--- config.mk ---
export PLATFORM = sky130hd
export DESIGN_NAME = instr_fetch_unit
export DESIGN_NICKNAME = d
export VERILOG_FILES = /design/src/rtl/instr_fetch_unit.sv
export SDC_FILE = /design/constraint.sdc
export NUM_CORES = 1
export LEC_CHECK = 0
export CORE_ASPECT_RATIO = 0.9
export CORE_MARGIN = 2
export CORE_UTILIZATION = 41
export DETAILED_ROUTE_END_ITERATION = 8
export PLACE_DENSITY = 0.87
export RECOVER_POWER = 100
export SETUP_SLACK_MARGIN = 0.4
export SYNTH_ARGS = -nofsm -noshare
export SYNTH_HDL_FRONTEND = slang
export SYNTH_SLANG_ARGS = --single-unit
--- constraint.sdc ---
create_clock -name clk -period 1.8 [get_ports clk]
set_input_delay 0.36 -clock clk [delete_from_list [all_inputs] [get_ports clk]]
set_output_delay 0.36 -clock clk [all_outputs]
set_load 0.01 [all_outputs]
--- src/rtl/instr_fetch_unit.sv ---
`default_nettype none
// ============================================================================
// Module   : instr_fetch_unit
// Brief    : Fetch stage that owns the PC, reads Program_memory combinationally
//            and presents one instruction per cycle to decode (valid/ready).
//            Optional macro FETCH_BRANCH_HOLD_EN stalls fetch after a
//            control-flow opcode until execute resolves it.
// Revision : 1.0 - initial release
// ============================================================================
module instr_fetch_unit #(
    parameter int                ADDR_W   = 8,
    parameter int                INSTR_W  = 17,
    parameter int                OPC_W    = 5,
    parameter logic [ADDR_W-1:0] RESET_PC = '0
) (
    input  logic               clk,
    input  logic               reset,
    input  logic               fetch_en,
    output logic [ADDR_W-1:0]  pc_addr,
    input  logic [INSTR_W-1:0] prog_data,
    input  logic               redirect_valid,
    input  logic [ADDR_W-1:0]  redirect_target,
    input  logic               br_resume,
    output logic               ir_valid,
    input  logic               ir_ready,
    output logic [INSTR_W-1:0] ir_data,
    output logic [ADDR_W-1:0]  ir_pc
);

    typedef enum logic [1:0] {
        IDLE    = 2'd0,
        RUN     = 2'd1,
        WAIT_BR = 2'd2
    } state_t;

    state_t               r_state;
    state_t               w_state_nxt;
    logic [ADDR_W-1:0]    r_pc;
    logic [ADDR_W-1:0]    w_pc_nxt;
    logic                 r_ir_valid;
    logic                 w_ir_valid_nxt;
    logic [INSTR_W-1:0]   r_ir_data;
    logic [INSTR_W-1:0]   w_ir_data_nxt;
    logic [ADDR_W-1:0]    r_ir_pc;
    logic [ADDR_W-1:0]    w_ir_pc_nxt;
    logic                 w_load;
    logic                 w_is_branch;

`ifdef FETCH_BRANCH_HOLD_EN
    localparam logic [OPC_W-1:0] c_OPC_JML = OPC_W'(5'b00010);
    localparam logic [OPC_W-1:0] c_OPC_JMP = OPC_W'(5'b00011);
    localparam logic [OPC_W-1:0] c_OPC_JMR = OPC_W'(5'b00111);
    localparam logic [OPC_W-1:0] c_OPC_BZ  = OPC_W'(5'b01011);
    localparam logic [OPC_W-1:0] c_OPC_BNZ = OPC_W'(5'b10011);

    logic [OPC_W-1:0] w_opcode;
    assign w_opcode    = prog_data[INSTR_W-1 -: OPC_W];
    assign w_is_branch = (w_opcode == c_OPC_JML) || (w_opcode == c_OPC_JMP) ||
                         (w_opcode == c_OPC_JMR) || (w_opcode == c_OPC_BZ)  ||
                         (w_opcode == c_OPC_BNZ);
`else
    // Speculative sequential fetch: wrong-path words are killed by redirect.
    assign w_is_branch = 1'b0;
`endif

    // A new word may enter the IR only when the current one is gone or leaving.
    assign w_load = (r_state == RUN) && fetch_en && !redirect_valid &&
                    (!r_ir_valid || ir_ready);

    always_comb begin
        w_state_nxt    = r_state;
        w_pc_nxt       = r_pc;
        w_ir_valid_nxt = r_ir_valid;
        w_ir_data_nxt  = r_ir_data;
        w_ir_pc_nxt    = r_ir_pc;

        if (redirect_valid) begin
            // Redirect squashes the presented word even if decode takes it.
            w_pc_nxt       = redirect_target;
            w_ir_valid_nxt = 1'b0;
            w_state_nxt    = fetch_en ? RUN : IDLE;
        end else begin
            case (r_state)
                IDLE: begin
                    if (fetch_en) begin
                        w_state_nxt = RUN;
                    end
                end
                RUN: begin
                    if (!fetch_en) begin
                        w_state_nxt = IDLE;
                    end else if (w_load && w_is_branch) begin
                        w_state_nxt = WAIT_BR;
                    end
                end
                WAIT_BR: begin
                    if (br_resume) begin
                        w_state_nxt = RUN;
                    end
                end
                default: begin
                    w_state_nxt = IDLE;
                end
            endcase

            if (w_load) begin
                w_ir_data_nxt  = prog_data;
                w_ir_pc_nxt    = r_pc;
                w_ir_valid_nxt = 1'b1;
                w_pc_nxt       = r_pc + ADDR_W'(1);
            end else if (r_ir_valid && ir_ready) begin
                w_ir_valid_nxt = 1'b0;
            end
        end
    end

    always_ff @(posedge clk or posedge reset) begin
        if (reset) begin
            r_state    <= IDLE;
            r_pc       <= RESET_PC;
            r_ir_valid <= 1'b0;
            r_ir_data  <= '0;
            r_ir_pc    <= '0;
        end else begin
            r_state    <= w_state_nxt;
            r_pc       <= w_pc_nxt;
            r_ir_valid <= w_ir_valid_nxt;
            r_ir_data  <= w_ir_data_nxt;
            r_ir_pc    <= w_ir_pc_nxt;
        end
    end

    assign pc_addr  = r_pc;
    assign ir_valid = r_ir_valid;
    assign ir_data  = r_ir_data;
    assign ir_pc    = r_ir_pc;

endmodule
`default_nettype wire

==> metrics.csv <==
metric,value,unit
PortBufs,63,
post-route insts no fill,235,
met2 Usage GRT,0.334,
Setup WS pre-CTS,-0.0901,ns
dpl cells,215,
DRT Pass-1 Iters,4,
setup TNS,0,ns
Worst setup startpoint,ir_valid,
met1 global-route usage,0.225,
largest net degree at the start of global routing,36,
first-pass GRT wire length,5530,microns
DRT iter0 DRCs,52,
clock net sink count,35,
"commonest non-fill, non-tap cell in the layout",dlygate4sd2_1,
worst path required time,1.96,ns
initial antenna violation count,0,
Gate Count Post-Synth,108,
outcome,"complete, no violations",
RSZ-0062 raised after global routing,yes,
"Design Area, Final",0.00237,sq mm
wire per inst,15.8,microns
sequential area share after synthesis,0.591,
worst endpoint data arrival time,1.73,ns
critical-path cell list,nor2b_1 > nor3_4 > buf_6 > buf_8 > mux2_4,
CP max-delay cell,nor2b_1,
share of layout cells above drive strength 1,0.298,
PnR worst setup slack,0.233,ns
largest cells by area after synthesis,"dfrtp_1, mux2_2, xnor2_1",
Seq pwr share,0.471,
Die W,67.4,microns
clk root buf,clkbuf_8,
Worst Setup Path Type,flop to flop,
ant diodes,0,
"Slew Viols, Final",0,
internal power,1570,uW
most frequent cells in the layout,"dlygate4sd2_1, dfrtp_1, clkdlybuf4s50_1",
Synth top area share,0.591,
CP startpoint kind,flop,
r2r endpoint,ir_data[2],
Max clock buf depth,2,
reg2reg path depth,5,
number of global-route vias before repair,1206,
Die Y,61.0,microns
f_max,638,MHz
setup violators final,0,
total power,2160,uW
Final Hold Fails,0,
GR Layer Usage met3,0.0402,
Die ar.,0.00411,sq mm
Yosys cell types,23,
routed vias,1166,
Placement Cell Area,0.00217,sq mm
Inserted Clock Buffers,5,
Leakage,0.00106,uW
Yosys top cell by area,dfrtp_1,
gr usage total,0.190,
Congestion Overflow GR,0,
dpl hpwl,2450,microns
crit-path max FO,7,
area grow syn2layout,60.1,%
Slew HR,0.443,
Worst-Skew Late Latency,0.28,ns
Initial Util,0.432,
Seq cells post-synth,35,
TritonCTS clock tree,done,
Top Usage Layer GRT,met2,
critical path's largest stage delay,0.45,ns
Synth Area per Inst,13.7,sq um
worst hold path type,primary input to flop,
post-synth net total,140,
R2R Setup Slk,0.23,ns
Clock transition at path regs,0.06,ns
final wirelength,3710,microns
"antenna viol nets, final",0,
Net Switching,594,uW
Least-Margin Pin Slew,0.836,ns
crit path to,ir_data[2],
IO Pins,65,
NumNets Final,222,
"IR drop worst, VDD",0.000586,V
Via-to-Cell Ratio,4.96,
RR Startpoint,ir_valid,
core area,0.00343,sq mm
pwr dens,912,mW/mm^2
Max Clock Skew,0.00211,ns
post-route minimum period,1.57,ns
sw frac,0.275,
FP Rows,20,
H-Tree Depth,2,
Comb pwr share,0.284,
MaxCap Viol Count,0,
Tcrit/Tclk final,0.871,
DR DRC count,0,
Worst setup EP type,flop,
Synth Warn #,0,
Post-Syn Area,0.00148,sq mm
GPL Wtd Cong,0.752,
Clk network pwr share,0.244,
# hold bufs at CTS,0,
-- registers in the layout (all words and copies together), names as in the netlist --
register  count
ir_data      17
ir_pc         8
pc_addr       8
ir_valid      1
r_state       1
-- layer usage --
metal,part of all wire,up-vias
li1,-,540
met1,0.41,568
met2,0.51,48
met3,0.058,10
met4,0.022,0
met5,0,-
-- power groups by stage --
stage,clock network (uW),logic [uW],registers (uW)
2_1_floorplan,0,188,1090
3_3_place_gp,0,635,1030
3_5_place_dp,0,652,1040
4_1_cts,543,574,1020
5_1_grt,575,665,1040
6_report,528,615,1020
-- timing repair --
item,in CTS,in global routing
gates cloned,1,0
pin swaps,3,5
resized for setup,48,20
buffers inserted,6,5
setup endpoints to repair,66,35
-- cells by family (layout without fill, tap and decap cells) --
group,Yosys count,after routing,synth area share
buf+inv,7,90,0.0329
compound gates,8,8,0.0270
fa+ha+maj,1,1,0.00844
mux,27,27,0.204
simple gates,23,23,0.0946
flops,35,35,0.591
xor+xnor,7,7,0.0414
-- synthesized netlist by cell type --
master    instances
a21oi_1           1
buf_6             3
clkbuf_1          3
dfrtp_1          35
ha_1              1
inv_1             1
mux2_1            1
mux2_2           25
mux2i_1           1
nand2_1           9
nand2_2           1
nand3_1           2
nand4_1           1
nor2_1            2
nor2b_4           1
nor3_1            1
nor3_4            1
nor3b_1           1
nor4_1            3
nor4b_2           1
o21ai_0           7
xnor2_1           6
xor2_1            1
-- worst max-delay path, delay by kind of cell (launching register included) --
family / cells / cell delay [ns]
and+or+nand+nor: 2 / 0.53
DFF: 1 / 0.35
buffers and inverters: 2 / 0.27
muxes: 1 / 0.29
-- cell type report --
| class | count | area (sq um) |
|---|---|---|
| fillers | 262 | 1060 |
| clock inverters | 1 | 5.00 |
| repair buffers | 81 | 739 |
| multi-input cells | 66 | 614 |
| well taps | 44 | 55.1 |
| flip-flops and latches | 35 | 878 |
| inverters | 1 | 3.75 |
| clock buffers | 7 | 76.3 |
-- stage by stage --
step	hold WS, ns	util
2_1_floorplan	0.458	-
3_3_place_gp	0.473	0.632
3_5_place_dp	0.480	0.632
4_1_cts	0.463	0.668
5_1_grt	0.506	0.692
6_report	0.484	0.692
-- how the worst min path moves through the flow --
stage          startpoint  cells after the start    endpoint
2_1_floorplan    fetch_en                      1  r_state[0]
3_3_place_gp   ir_data[8]                      1  ir_data[8]
3_5_place_dp   ir_data[8]                      1  ir_data[8]
4_1_cts          fetch_en                      2  r_state[0]
5_1_grt          fetch_en                      2  r_state[0]
6_report         fetch_en                      2  r_state[0]
No activity file was read; power rests on OpenSTA's default activity.
